==> src/rtl/i2s_rx_stream.sv <==
// I2S / left-justified receiver, oversampled in the system clock domain.
// Delivers complete stereo pairs through a first-word-fall-through FIFO.
module i2s_rx_stream #(
  parameter int DATA_RES    = 24,
  parameter int SLOT_RES    = 32,
  parameter int FIFO_DEPTH  = 4,
  parameter int SYNC_STAGES = 2
) (
  input  logic                        clk_i,
  input  logic                        rst_ni,
  input  logic                        enable_i,
  input  logic                        mode_i,
  input  logic                        bck_i,
  input  logic                        lrck_i,
  input  logic                        dat_i,
  input  logic                        clr_i,
  output logic [DATA_RES-1:0]         left_o,
  output logic [DATA_RES-1:0]         right_o,
  output logic                        valid_o,
  input  logic                        ready_i,
  output logic [$clog2(FIFO_DEPTH):0] level_o,
  output logic                        overflow_o,
  output logic                        frame_err_o
);

  localparam int AW = $clog2(FIFO_DEPTH);
  localparam int PW = $clog2(SLOT_RES + 1);
  localparam int CW = $clog2(SLOT_RES + 2);

  localparam logic [1:0] IDLE = 2'd0;
  localparam logic [1:0] SEEK = 2'd1;
  localparam logic [1:0] RUN  = 2'd2;

  logic [SYNC_STAGES-1:0] bck_sy;
  logic [SYNC_STAGES-1:0] lr_sy;
  logic [SYNC_STAGES-1:0] dat_sy;
  logic                   bck_d;
  logic                   lr_prev;
  logic                   bck_s;
  logic                   lr_s;
  logic                   dat_s;

  logic [1:0]          state;
  logic                mode_q;
  logic [PW-1:0]       p_q;
  logic [CW-1:0]       cnt;
  logic                have_bnd;
  logic                have_left;
  logic [DATA_RES-1:0] sreg;
  logic [DATA_RES-1:0] hold_l;
  logic                push_req;
  logic [DATA_RES-1:0] push_l;
  logic [DATA_RES-1:0] push_r;

  logic                rise;
  logic                bnd;
  logic                chan_lr;
  logic                is_left;
  logic                enter_left;
  logic                run_eff;
  logic                active;
  logic [PW-1:0]       p_cur;
  logic [DATA_RES-1:0] word;
  logic                done;
  logic                shift;
  logic                slot_bad;

  logic [2*DATA_RES-1:0] mem [FIFO_DEPTH];
  logic [AW-1:0]         wr_ptr;
  logic [AW-1:0]         rd_ptr;
  logic                  pop;
  logic                  push_ok;
  logic [2*DATA_RES-1:0] head;

  assign bck_s = bck_sy[SYNC_STAGES-1];
  assign lr_s  = lr_sy[SYNC_STAGES-1];
  assign dat_s = dat_sy[SYNC_STAGES-1];

  always_ff @(posedge clk_i) begin
    if (!rst_ni) begin
      bck_sy  <= '0;
      lr_sy   <= '0;
      dat_sy  <= '0;
      bck_d   <= 1'b0;
      lr_prev <= 1'b0;
    end else begin
      bck_sy <= {bck_sy[SYNC_STAGES-2:0], bck_i};
      lr_sy  <= {lr_sy[SYNC_STAGES-2:0], lrck_i};
      dat_sy <= {dat_sy[SYNC_STAGES-2:0], dat_i};
      bck_d  <= bck_s;
      if (rise) lr_prev <= lr_s;
    end
  end

  // In I2S the change rise still carries a bit of the outgoing slot.
  always_comb begin
    rise       = bck_s & ~bck_d;
    bnd        = rise && (lr_s != lr_prev);
    chan_lr    = mode_q ? lr_s : lr_prev;
    is_left    = (chan_lr == mode_q);
    enter_left = bnd && (lr_s == mode_q);
    active     = enable_i && (state != IDLE);
    run_eff    = (state == RUN) || ((state == SEEK) && enter_left);
    p_cur      = (bnd && mode_q) ? '0 : p_q;
    word       = (sreg << 1) | DATA_RES'(dat_s);
    done       = rise && (p_cur == PW'(DATA_RES - 1));
    shift      = rise && (p_cur < PW'(DATA_RES));
    slot_bad   = active && bnd && have_bnd && (cnt != CW'(SLOT_RES));
  end

  always_ff @(posedge clk_i) begin
    if (!rst_ni) begin
      state     <= IDLE;
      mode_q    <= 1'b0;
      p_q       <= '0;
      cnt       <= '0;
      have_bnd  <= 1'b0;
      have_left <= 1'b0;
      sreg      <= '0;
      hold_l    <= '0;
      push_req  <= 1'b0;
      push_l    <= '0;
      push_r    <= '0;
    end else if (!enable_i) begin
      state     <= IDLE;
      mode_q    <= mode_i;
      p_q       <= '0;
      cnt       <= '0;
      have_bnd  <= 1'b0;
      have_left <= 1'b0;
      sreg      <= '0;
      push_req  <= 1'b0;
    end else begin
      push_req <= 1'b0;
      if (state == IDLE) state <= SEEK;
      else if ((state == SEEK) && enter_left) state <= RUN;
      if (rise && (state != IDLE)) begin
        if (bnd) begin
          p_q      <= mode_q ? PW'(1) : '0;
          cnt      <= CW'(1);
          have_bnd <= 1'b1;
        end else begin
          if (p_q != PW'(SLOT_RES)) p_q <= p_q + 1'b1;
          if (cnt != CW'(SLOT_RES + 1)) cnt <= cnt + 1'b1;
        end
        if (shift) sreg <= word;
        if (done && run_eff) begin
          if (is_left) begin
            hold_l    <= word;
            have_left <= 1'b1;
          end else if (have_left) begin
            push_req  <= 1'b1;
            push_l    <= hold_l;
            push_r    <= word;
            have_left <= 1'b0;
          end
        end
        if (slot_bad) begin
          have_left <= 1'b0;
          push_req  <= 1'b0;
        end
      end
    end
  end

  assign valid_o = (level_o != '0);
  assign pop     = valid_o && ready_i;
  assign push_ok = push_req && ((level_o != (AW+1)'(FIFO_DEPTH)) || pop);
  assign head    = mem[rd_ptr];
  assign left_o  = valid_o ? head[2*DATA_RES-1:DATA_RES] : '0;
  assign right_o = valid_o ? head[DATA_RES-1:0] : '0;

  always_ff @(posedge clk_i) begin
    if (push_ok) mem[wr_ptr] <= {push_l, push_r};
  end

  always_ff @(posedge clk_i) begin
    if (!rst_ni) begin
      wr_ptr      <= '0;
      rd_ptr      <= '0;
      level_o     <= '0;
      overflow_o  <= 1'b0;
      frame_err_o <= 1'b0;
    end else begin
      if (push_ok) wr_ptr <= wr_ptr + 1'b1;
      if (pop) rd_ptr <= rd_ptr + 1'b1;
      level_o <= level_o + {{AW{1'b0}}, push_ok}
                         - {{AW{1'b0}}, pop};
      if (push_req && !push_ok) overflow_o <= 1'b1;
      else if (clr_i) overflow_o <= 1'b0;
      if (slot_bad) frame_err_o <= 1'b1;
      else if (clr_i) frame_err_o <= 1'b0;
    end
  end

endmodule

==> config.mk <==
export PLATFORM = sky130hd
export DESIGN_NAME = i2s_rx_stream
export DESIGN_NICKNAME = d
export VERILOG_FILES = /design/src/rtl/i2s_rx_stream.sv
export SDC_FILE = /design/constraint.sdc
export NUM_CORES = 1
export LEC_CHECK = 0
export BUFFER_PORTS_ARGS = -buffer_cell sky130_fd_sc_hd__buf_2
export CORE_UTILIZATION = 40
export DETAILED_ROUTE_END_ITERATION = 10
export PLACE_DENSITY = 0.58
export SLEW_MARGIN = 5
export SYNTH_ARGS = -nofsm -noshare
export SYNTH_HDL_FRONTEND = slang
export SYNTH_SLANG_ARGS = --single-unit
==> constraint.sdc <==
create_clock -name clk_i -period 3 [get_ports clk_i]
set_clock_uncertainty 0.1 [all_clocks]
set_input_delay 0.15 -clock clk_i [delete_from_list [all_inputs] [get_ports clk_i]]
set_output_delay 0.15 -clock clk_i [all_outputs]
set_load 0.01 [all_outputs]
# Word-level counts from Yosys, hierarchy flattened
# Memories as Yosys holds them, arrays and structs flattened. A register that Yosys moved wholly into a read port is not among the register bits.
# Index checks and enable logic that the tools add are counted.
# totals
regBits,130
ram_bits,192
wordCells,107
n_memories,1
# mem_list
name,depth,word_bits,rd,rd_ports_with_merged_regs,write_ports,line_no,text
mem,4,48,1,1,1,68,logic [2*DATA_RES-1:0] mem [FIFO_DEPTH];
# op_classes
add_sub_neg,6
order_cmp,1
n_eq_ne,10
mux,22
bitwise,8
n_reduce_logical,37
# ops
op,count
$mux 24,2
$mux 6,5
$or 24x1->24,1
$ne 6x6->1 const B,3
$logic_and 1x1->1,15
$reduce_bool 2->1,7
$mux 1,13
$add 6x1->6 const B,2
$reduce_and 2->1,6
$eq 6x5->1 const B,1
$lt 6x5->1 const B,1
$not 1->1,6
$reduce_or 6->1,1
$reduce_and 5->1,1
$add 2x1->2 const B,2
$mux 2,2
$reduce_and 4->1,1
$add 3x1->3,1
$ne 3x3->1 const B,1
$reduce_bool 3->1,1
$reduce_or 3->1,1
$sub 3x1->3,1
$eq 1x1->1,2
$eq 2x1->1 const B,1
other kinds (6),7

# Logic depth before layout (Yosys ltp)
# Gate-level depths: netlist of the first run.
# logic_depth
word_depth,10
depth_mapped,9

# Worst setup path before layout of the first run
# OpenSTA, ideal clock, no wires.
# synth_path
path_type,register to register
from,reg level_o[1]
to,"mem mem[0][0] (netlist name), enable pin"
setup_time_ns,0.410
t_arrival_ns,2.030
slack_ns,0.459
path_stages_with_launch,5
period_less_slack_ns,2.541
cell_sequence,dfxtp_1 nor4b_1 nor2b_1 clkbuf_1 and2_1
# synth_via
elab_chain_cells,6
elab_cells_between_ends,7
cone_classes,1 x eq/ne; 2 x mux; 4 x reduce/logical
# synth_rtl
element,line_no,text
from (decl),21,"output logic [$clog2(FIFO_DEPTH):0] level_o,"
from (signal assigned),187,"level_o <= level_o + {{AW{1'b0}}, push_ok}"
$reduce_bool 3->1,166,assign valid_o = (level_o != '0);
$logic_and 1x1->1,167,assign pop = valid_o && ready_i;
$logic_or 1x1->1 (*),168,assign push_ok = push_req && ((level_o != (AW+1)'(FIFO_DEPTH)) || pop);
$logic_and 1x1->1 (*),168,
$mux 1 (*),174,"if (push_ok) mem[wr_ptr] <= {push_l, push_r};"
$mux 1 (implied by the code) (*),174,
to (decl),68,
# Mark *: on every way between the ends. The rest lies on a longest branch, timed or not.

# Worst setup path after layout of the first run
# layout_path
from,reg bck_d
to,reg push_r[16]
# layout_via
elab_chain_cells,9
elab_cells_between_ends,13
cone_classes,1 x eq/ne; 1 x mux; 2 x bitwise; 9 x reduce/logical
# layout_rtl
element,line_no,text
from (decl),37,logic bck_d;
from (signal assigned),90,bck_d <= bck_s;
$not 1->1 (*),97,rise = bck_s & ~bck_d;
$and 1x1->1 (*),97,
$logic_and 1x1->1,98,bnd = rise && (lr_s != lr_prev);
$logic_and 1x1->1,104,p_cur = (bnd && mode_q) ? '0 : p_q;
$mux 6,104,
$eq 6x5->1,106,done = rise && (p_cur == PW'(DATA_RES - 1));
$logic_and 1x1->1,106,
$logic_and 1x1->1,147,if (done && run_eff) begin
$reduce_and 5->1 (no line) (*),--,
to (signal assigned),154,push_r <= word;
to (decl),53,logic [DATA_RES-1:0] push_r;
# Marked as above.
# A chain may end at the register's enable or synchronous reset.

==> results.toml, run 1 <==
[synth]
ys_seq_area_frac = 0.673
synth-edff-count = 192
ys_types = 50
ys_warn_count = 0
netlist_area_mm2 = 0.0125
yosysMostFrequentCell = "edfxtp_1"
async_flop_share = 0
syn_inst = 843
synthTopCellsByCount = "edfxtp_1, nand2_1, dfxtp_1"
synth_area_leaders = "edfxtp_1, dfxtp_1, mux4_2"
avgSynthCellArea_um2 = 14.8
yosys.area.top_type_share = 0.461
yosysTopAreaCell = "edfxtp_1"
synthFlopType = "edfxtp_1"
synth_fp_nets = 863
synth_seq_cells = 324

[place]
placed_cells = 1268
hpwl_um = 13100
io_buffers = 62
gp_congestion = 0.772

[sta]
setup_viol = 0
period_minus_slack_ps = 2460
finalCritPeriodShare = 0.819
slew_violations = 0
clock.fmax_mhz = 407
setup-tns-final_ps = 0
hold_viol_final = 0
slew_headroom = 0.433
rsz0062_at_grt = "false"
worst_pin_slew_ps = 851

[die]
die_area_mm2 = 0.0319
boundaryPins = 63
core_area_mm2 = 0.0307
num_rows = 64
dieHeight_um = 179
dieWidth_um = 179
initial_core_util = 0.407

[grt]
antenna_found_initial = 0
grt_util_all_layers = 0.149
grt_max_degree = 51
grt_overflow = 0
grt_pass1_wl_um = 36200
grt_pass1_vias = 6667

[worst_setup_path]
startpoint_type = "register"
cp_max_fo = 48
crit_chain = "nand2b_1 > or3_1 > a2111o_2 > buf_4 > mux2i_1"
reg2reg_slack_ps = 540
crit_slowest_cell = "or3_1"
cp.required_ps = 3270
critPathMaxStageDelay_ps = 520
worstSetupEndpointType = "register"
critPathKind = "reg2reg"
arrival_ps = 2720

[detailed_routing]
routed_wl_um = 22600
dr.pass1.iters = 4
route.detailed.drc = 0
wire_per_inst_um = 16.9
ant_nets = 0
dr_total_vias = 6626
drt_iter0_drc = 339
via_per_inst = 4.94

[layout]
nFillCells = 2709
nets = 938
instances_no_fill = 1341
areaGrowthSynthToFinish_pct = 16.4
layout-drive-gt1-share = 0.204
seqCellArea_mm2 = 0.00841
diodes = 0
multi_input_area_mm2 = 0.00384

[clock_tree]
max-clock-path-buffers = 3
path_clk_slew_ps = 60
cts_tree = "yes"
clock_latency_ps = 520
cts_resized = 0
htree_levels = 2
cts.sinks = 324
cts_made_buffers = 35
cts_root_buf = "clkbuf_16"

[power_and_ir_drop]
vdd_drop_max_mv = 0.518
power.leakage_nw = 5.69
pwr_density_cell_mw_per_mm2 = 676

[outcome]
status = "completed"

[worst_hold_path]
hold_path.class = "in2reg"

[job]
cap_viol_max_count = 0
## state kept, by name, summed over array words and instances (netlist names), 2 cells and up, named ones only
signal   flops
sreg        23
rd_ptr       2
lr_sy        2
state        2
push_r      24
bck_sy       2
hold_l      24
mem        192
push_l      24
dat_sy       2
level_o      3
wr_ptr       2
p_q          6
cnt          6
## cell usage in the layout, fill, tap and decap left out, types with 9 or more instances in the layout
cell and count:
mux2i_1 98, nor2_1 9, ha_1 10, clkbuf_16 36, inv_1 12, buf_4 9
mux4_2 48, and2_1 65, xnor2_1 9, dfxtp_1 130, buf_2 61, nand2_1 135
dlygate4sd3_1 9, edfxtp_1 192
## critical path: cells and delay by family, from the launching register on
family	cells	cell delay, ps
AO/OA/AOI/OAI	1	430
AND/OR/NAND/NOR	2	840
buffers and inverters	1	380
multiplexers	1	210
flip-flops	1	310
## through the flow
stage / utilization / worst slack (ps) / power [mW] / hold WS [ps] / cell area [um2]
after floorplan: - / 459 / 5.44 / 177 / 12500
after global placement: 0.433 / 624 / 5.69 / 261 / 13300
after detailed placement: 0.433 / 563 / 5.70 / 260 / 13300
after CTS: 0.474 / 541 / 9.99 / 60.4 / 14500
after global routing: 0.474 / 410 / 10.2 / 103 / 14500
final: 0.474 / 542 / 9.83 / 58.3 / 14500
## cell type report
type | count | area share
Tap cell | 396 | 0.0341
Multi-Input combinational cell | 460 | 0.264
Sequential cell | 324 | 0.579
Inverter | 12 | 0.00310
Clock inverter | 21 | 0.0138
Clock buffer | 43 | 0.0665
Timing Repair Buffer | 85 | 0.0401
## path summary, 6_finish.rpt
| check | startpoint | endpoint | depth (start not counted) |
|---|---|---|---|
| setup / recovery | bck_d | push_r[16] | 5 |
| setup reg to reg | bck_d | push_r[16] | 5 |
| hold / removal | enable_i | cnt[1] | 3 |
| hold reg to reg | bck_sy[0] | bck_sy[1] | 1 |
## routing by layer
metal  routed length [um]  track usage  vias to the layer above
met5                    0            0                        -
met4                  535       0.0561                        0
met3                  693       0.0274                       39
met2                11300        0.254                       93
met1                10100        0.189                     3259
li1                     -            -                     3235
## where the power goes
part           internal [mW]  switching, mW  total (mW)
Sequential              4.70         0.0354        4.74
Clock                   2.57           1.70        4.27
Combinational          0.328          0.493       0.821
## cell families after synthesis
kind of cell	share of synthesized area
muxes	0.165
adders and majority gates	0.0116
buffers and inverters	0.0205
xor gates and xnor gates	0.00841
DFF	0.673
and+or+nand+nor	0.0990
AOI/OAI and AO/OA	0.0224
## what timing repair did
item / in CTS / in global routing
endpoints found under the hold margin: 11 / 0
endpoints found under the setup margin: 0 / 0
hold buffers: 9 / 0
setup buffers: 0 / 0
No activity file was read; power rests on OpenSTA's default activity.
==> inputs of run 2 (changes only) <==
==> constraint.sdc (replaced) <==
create_clock -name clk_i -period 2.5 [get_ports clk_i]
set_clock_uncertainty 0.1 [all_clocks]
set_input_delay 0.125 -clock clk_i [delete_from_list [all_inputs] [get_ports clk_i]]
set_output_delay 0.125 -clock clk_i [all_outputs]
set_load 0.01 [all_outputs]
==> run 2 against run 1 <==
Worst hold slack lost 22 ps. Critical path depth down 1. Register-to-register slack lost 240 ps. Cell count increased by 0.37%. Total power increased by 16%. Combinational power up 22%. Die area did not move. Clock power grew 10%. Flip-flop and latch count unchanged.
==> results.toml, run 2 (synthesis gave the netlist of run 1 again) <==
[layout]
final_common_cell = "edfxtp_1"
areaGrowthSynthToFinish_pct = 16.1
nets = 943
regMostFlops = "mem"
diodes = 0
nFillCells = 2660
most-common-layout-cells = "edfxtp_1, nand2_1, dfxtp_1, mux2i_1, and2_1"
largest_register_ffs = 192
layout-drive-gt1-share = 0.201

[worst_setup_path]
worstSetupEndpointType = "output pin"
r2r_start = "level_o[1]"
critPathKind = "reg2out"
startpoint_type = "register"
r2r_end = "level_o[2]"
arrival_ps = 2140
reg2reg_slack_ps = 300
cp_max_fo = 48
cp.required_ps = 2280
rr_worst_depth = 8

[die]
core_area_mm2 = 0.0307
boundaryPins = 63
initial_core_util = 0.407
die_area_mm2 = 0.0319
dieHeight_um = 179
num_rows = 64
dieWidth_um = 179

[clock_tree]
path_clk_slew_ps = 60
cts_resized = 0
cts_root_buf = "clkbuf_16"
max-clock-path-buffers = 3
cts_tree = "yes"
cts.sinks = 324
clock_latency_ps = 510
htree_levels = 2
cts_made_buffers = 35

[grt]
grt_max_degree = 68
antenna_found_initial = 0
grt_pass1_wl_um = 36700
grt_pass1_vias = 6873
grt_util_all_layers = 0.149
grt_overflow = 0

[sta]
period_minus_slack_ps = 2360
worst_pin_slew_ps = 742
slew_headroom = 0.500
finalCritPeriodShare = 0.945
setup_viol = 0
hold_viol_final = 0
clock.fmax_mhz = 423
setup-tns-final_ps = 0
rsz0062_at_grt = "false"
slew_violations = 0

[detailed_routing]
drt_iter0_drc = 332
wire_per_inst_um = 16.9
routed_wl_um = 22700
dr_total_vias = 6726
via_per_inst = 5.00
route.detailed.drc = 0
ant_nets = 0
dr.pass1.iters = 4

[place]
hpwl_um = 13600
gp_congestion = 0.761
io_buffers = 62

[worst_hold_path]
min_to = "state[1]"
min_delay_path_depth = 3
holdCritStartpoint = "rst_ni"
hold_path.class = "in2reg"

[power_and_ir_drop]
pwr_density_cell_mw_per_mm2 = 785
vdd_drop_max_mv = 0.543
power_mw = 11.4
power.leakage_nw = 5.67

[outcome]
status = "completed"

[job]
cap_viol_max_count = 0
-- run 2: area by class of cell --
| cell class | instances | area (um2) | area share |
|---|---|---|---|
| sequential | 324 | 8410 | 0.580 |
| clock buffer | 48 | 967 | 0.0667 |
| timing repair buffer | 90 | 656 | 0.0452 |
| inverter | 12 | 45.0 | 0.00310 |
| multi-input combinational | 460 | 3840 | 0.264 |
| tap | 396 | 495 | 0.0341 |
| clock inverter | 16 | 96.3 | 0.00664 |
-- run 2: per-stage QoR --
stage / std cells / util / setup WS, ps / hold WS [ps] / cell area, um2
after CTS: 1346 / 0.473 / 77.2 / 3.24 / 14500
after global routing: 1346 / 0.473 / 26.6 / 46.6 / 14500
after floorplan: 843 / - / 331 / 152 / 12500
after detailed placement: 1274 / 0.436 / 285 / 240 / 13400
after global placement: 1274 / 0.436 / 328 / 234 / 13400
final: 1346 / 0.473 / 138 / 36.2 / 14500
-- run 2: routing by layer --
| layer | share of wire | GRT usage |
|---|---|---|
| met5 | 0 | 0 |
| met4 | 0.022 | 0.0470 |
| met3 | 0.030 | 0.0280 |
| met2 | 0.50 | 0.258 |
| met1 | 0.45 | 0.188 |
-- run 2: repair_timing --
action / in CTS / in global routing
hold endpoints to repair: 8 / 0
setup buffers: 0 / 0
hold buffers: 8 / 0
-- run 2: worst max path at each step --
stage	to	depth (start not counted)	start	slack, ps
final	left_o[2]	4	register	140
after CTS	left_o[4]	4	register	80
after global routing	right_o[9]	4	register	30
after floorplan	level_o[2]	9	level_o[1]	330
after detailed placement	mem[0][0]	4	level_o[2]	290
after global placement	mem[0][21]	4	level_o[2]	330
-- run 2: where the power goes --
group | switching (mW) | internal [mW] | total [mW]
Clock | 1.98 | 2.73 | 4.71
Sequential | 0.0453 | 5.65 | 5.69
Combinational | 0.604 | 0.394 | 0.998
-- run 2: worst max-delay path, cell delays in order (launching register included) --
cell and delay, ps:
dfxtp_4 350, buf_12 350, mux4_2 590, and2_1 170, buf_2 130
==> inputs of run 3 (changes only) <==
==> constraint.sdc (replaced) <==
create_clock -name clk_i -period 2.5 [get_ports clk_i]
set_clock_uncertainty 0.1 [all_clocks]
set_input_delay 0.375 -clock clk_i [delete_from_list [all_inputs] [get_ports clk_i]]
set_output_delay 0.375 -clock clk_i [all_outputs]
set_load 0.01 [all_outputs]
==> run 3 against run 2 <==
Critical path depth grew 1. Non-clock buffer count shrank 4. Via count shrank 0.51%. Clock power grew 4.2%. Count of clock-buffer cells in the layout grew 8. Register-to-register slack gained 40 ps. Global-route usage shrank 0.21 points. Worst setup slack lost 110 ps. Die area is the same. Combinational power grew 13%. Largest cell class unchanged.
==> results.toml, run 3 (synthesis gave the netlist of run 1 again) <==
[clock_tree]
max-clock-path-buffers = 3
cts_root_buf = "clkbuf_16"
cts_tree = "yes"
cts.sinks = 324
cts_made_buffers = 35
htree_levels = 2
clock_latency_ps = 510
path_clk_slew_ps = 50

[sta]
worst_slack_ps = 27.6
worst_pin_slew_ps = 703
setup_viol = 0
rsz0062_at_grt = "true"
clock.fmax_mhz = 404
period_minus_slack_ps = 2470
finalCritPeriodShare = 0.989
slew_headroom = 0.525
slew_violations = 0
hold_viol_final = 0
setup-tns-final_ps = 0

[die]
boundaryPins = 63
dieHeight_um = 179
num_rows = 64
dieWidth_um = 179
initial_core_util = 0.407
die_area_mm2 = 0.0319
core_area_mm2 = 0.0307

[detailed_routing]
route.detailed.drc = 0
wire_per_inst_um = 16.9
dr.pass1.iters = 4
via_per_inst = 4.99
drt_iter0_drc = 403
dr_total_vias = 6692
routed_wl_um = 22600
ant_nets = 0

[grt]
antenna_found_initial = 0
grt_util_all_layers = 0.147
grt_pass1_wl_um = 36100
grt_overflow = 0
grt_max_degree = 115
grt_pass1_vias = 6737

[power_and_ir_drop]
pwr_density_cell_mw_per_mm2 = 795
vdd_drop_max_mv = 0.591
power.leakage_nw = 5.75

[worst_setup_path]
worstSetupEndpointType = "output pin"
crit_slowest_cell = "mux4_2"
crit_chain = "buf_4 > buf_12 > mux4_2 > and2_1 > buf_2"
cp_top_family = "multiplexers"
startpoint_type = "register"
arrival_ps = 2000
cp.required_ps = 2030
cp.buffers_inverters = 3
critPathMaxStageDelay_ps = 540
cp_max_fo = 10
critPathKind = "reg2out"

[layout]
nets = 939
layout-drive-gt1-share = 0.233
most-common-layout-cells = "edfxtp_1, nand2_1, dfxtp_1, mux2i_1, mux4_2"
areaGrowthSynthToFinish_pct = 18.1
diodes = 0
largest_register_ffs = 192
final_common_cell = "edfxtp_1"
regMostFlops = "mem"

[place]
dp_slack_ps = 358
gp_congestion = 0.781
hpwl_um = 13300
io_buffers = 62

[worst_hold_path]
hold_path.class = "in2reg"

[outcome]
status = "completed"

[job]
cap_viol_max_count = 0
==> run 3: repair_timing <==
item,in CTS,in global routing
hold buffers,2,0
hold endpoints to repair,2,0
setup endpoints to repair,8,30
buffers inserted,0,2
gates resized for setup,2,47
gates cloned,0,1
==> run 3: power breakdown <==
part / internal (mW) / switching, mW / leakage (nW) / total [mW]
combinational: 0.492 / 0.634 / 1.90 / 1.13
clock: 2.92 / 1.98 / 0.549 / 4.91
sequential: 5.65 / 0.0512 / 3.30 / 5.70
==> run 3: worst register-to-register path: stages (launching register included) <==
cell and delay (ps):
dfxtp_1 420, nor3b_1 300, o2111ai_1 280, a2111o_2 520, buf_12 230, mux2i_1 190
==> run 3: through the flow <==
stage | cells | utilization | cell area, um2 | hold WS (ps) | power, mW
finish | 1342 | 0.481 | 14800 | 21.3 | 11.7
global placement | 1273 | 0.436 | 13400 | 317 | 6.88
floorplan | 843 | - | 12500 | 312 | 6.53
global route | 1342 | 0.481 | 14800 | 18.1 | 12.2
detailed placement | 1273 | 0.436 | 13400 | 333 | 6.88
CTS | 1339 | 0.474 | 14500 | 5.90 | 11.8
==> run 3: per-layer routing <==
| metal | global-route usage | wire length (um) | vias up |
|---|---|---|---|
| met5 | 0 | 0 | - |
| met1 | 0.186 | 10100 | 3322 |
| met2 | 0.257 | 11500 | 92 |
| li1 | - | - | 3244 |
| met4 | 0.0427 | 379 | 0 |
| met3 | 0.0248 | 711 | 34 |
==> run 3: final timing paths <==
| check | from | end | slack [ps] | cells past startpoint |
|---|---|---|---|---|
| setup / recovery | register | left_o[6] | 30 | 5 |
| hold / removal | dat_i | dat_sy[0] | 20 | 2 |
| setup reg to reg | lr_prev | push_r[23] | 340 | 5 |
| hold reg to reg | dat_sy[0] | dat_sy[1] | 350 | 1 |
==> run 3: cell type report <==
class | instances | area, um2
fillers | 2633 | 15900
flip-flops and latches | 324 | 8410
well taps | 396 | 495
inverters | 12 | 45.0
clock inverters | 8 | 51.3
repair buffers | 86 | 787
clock buffers | 56 | 1060
multi-input cells | 460 | 3900
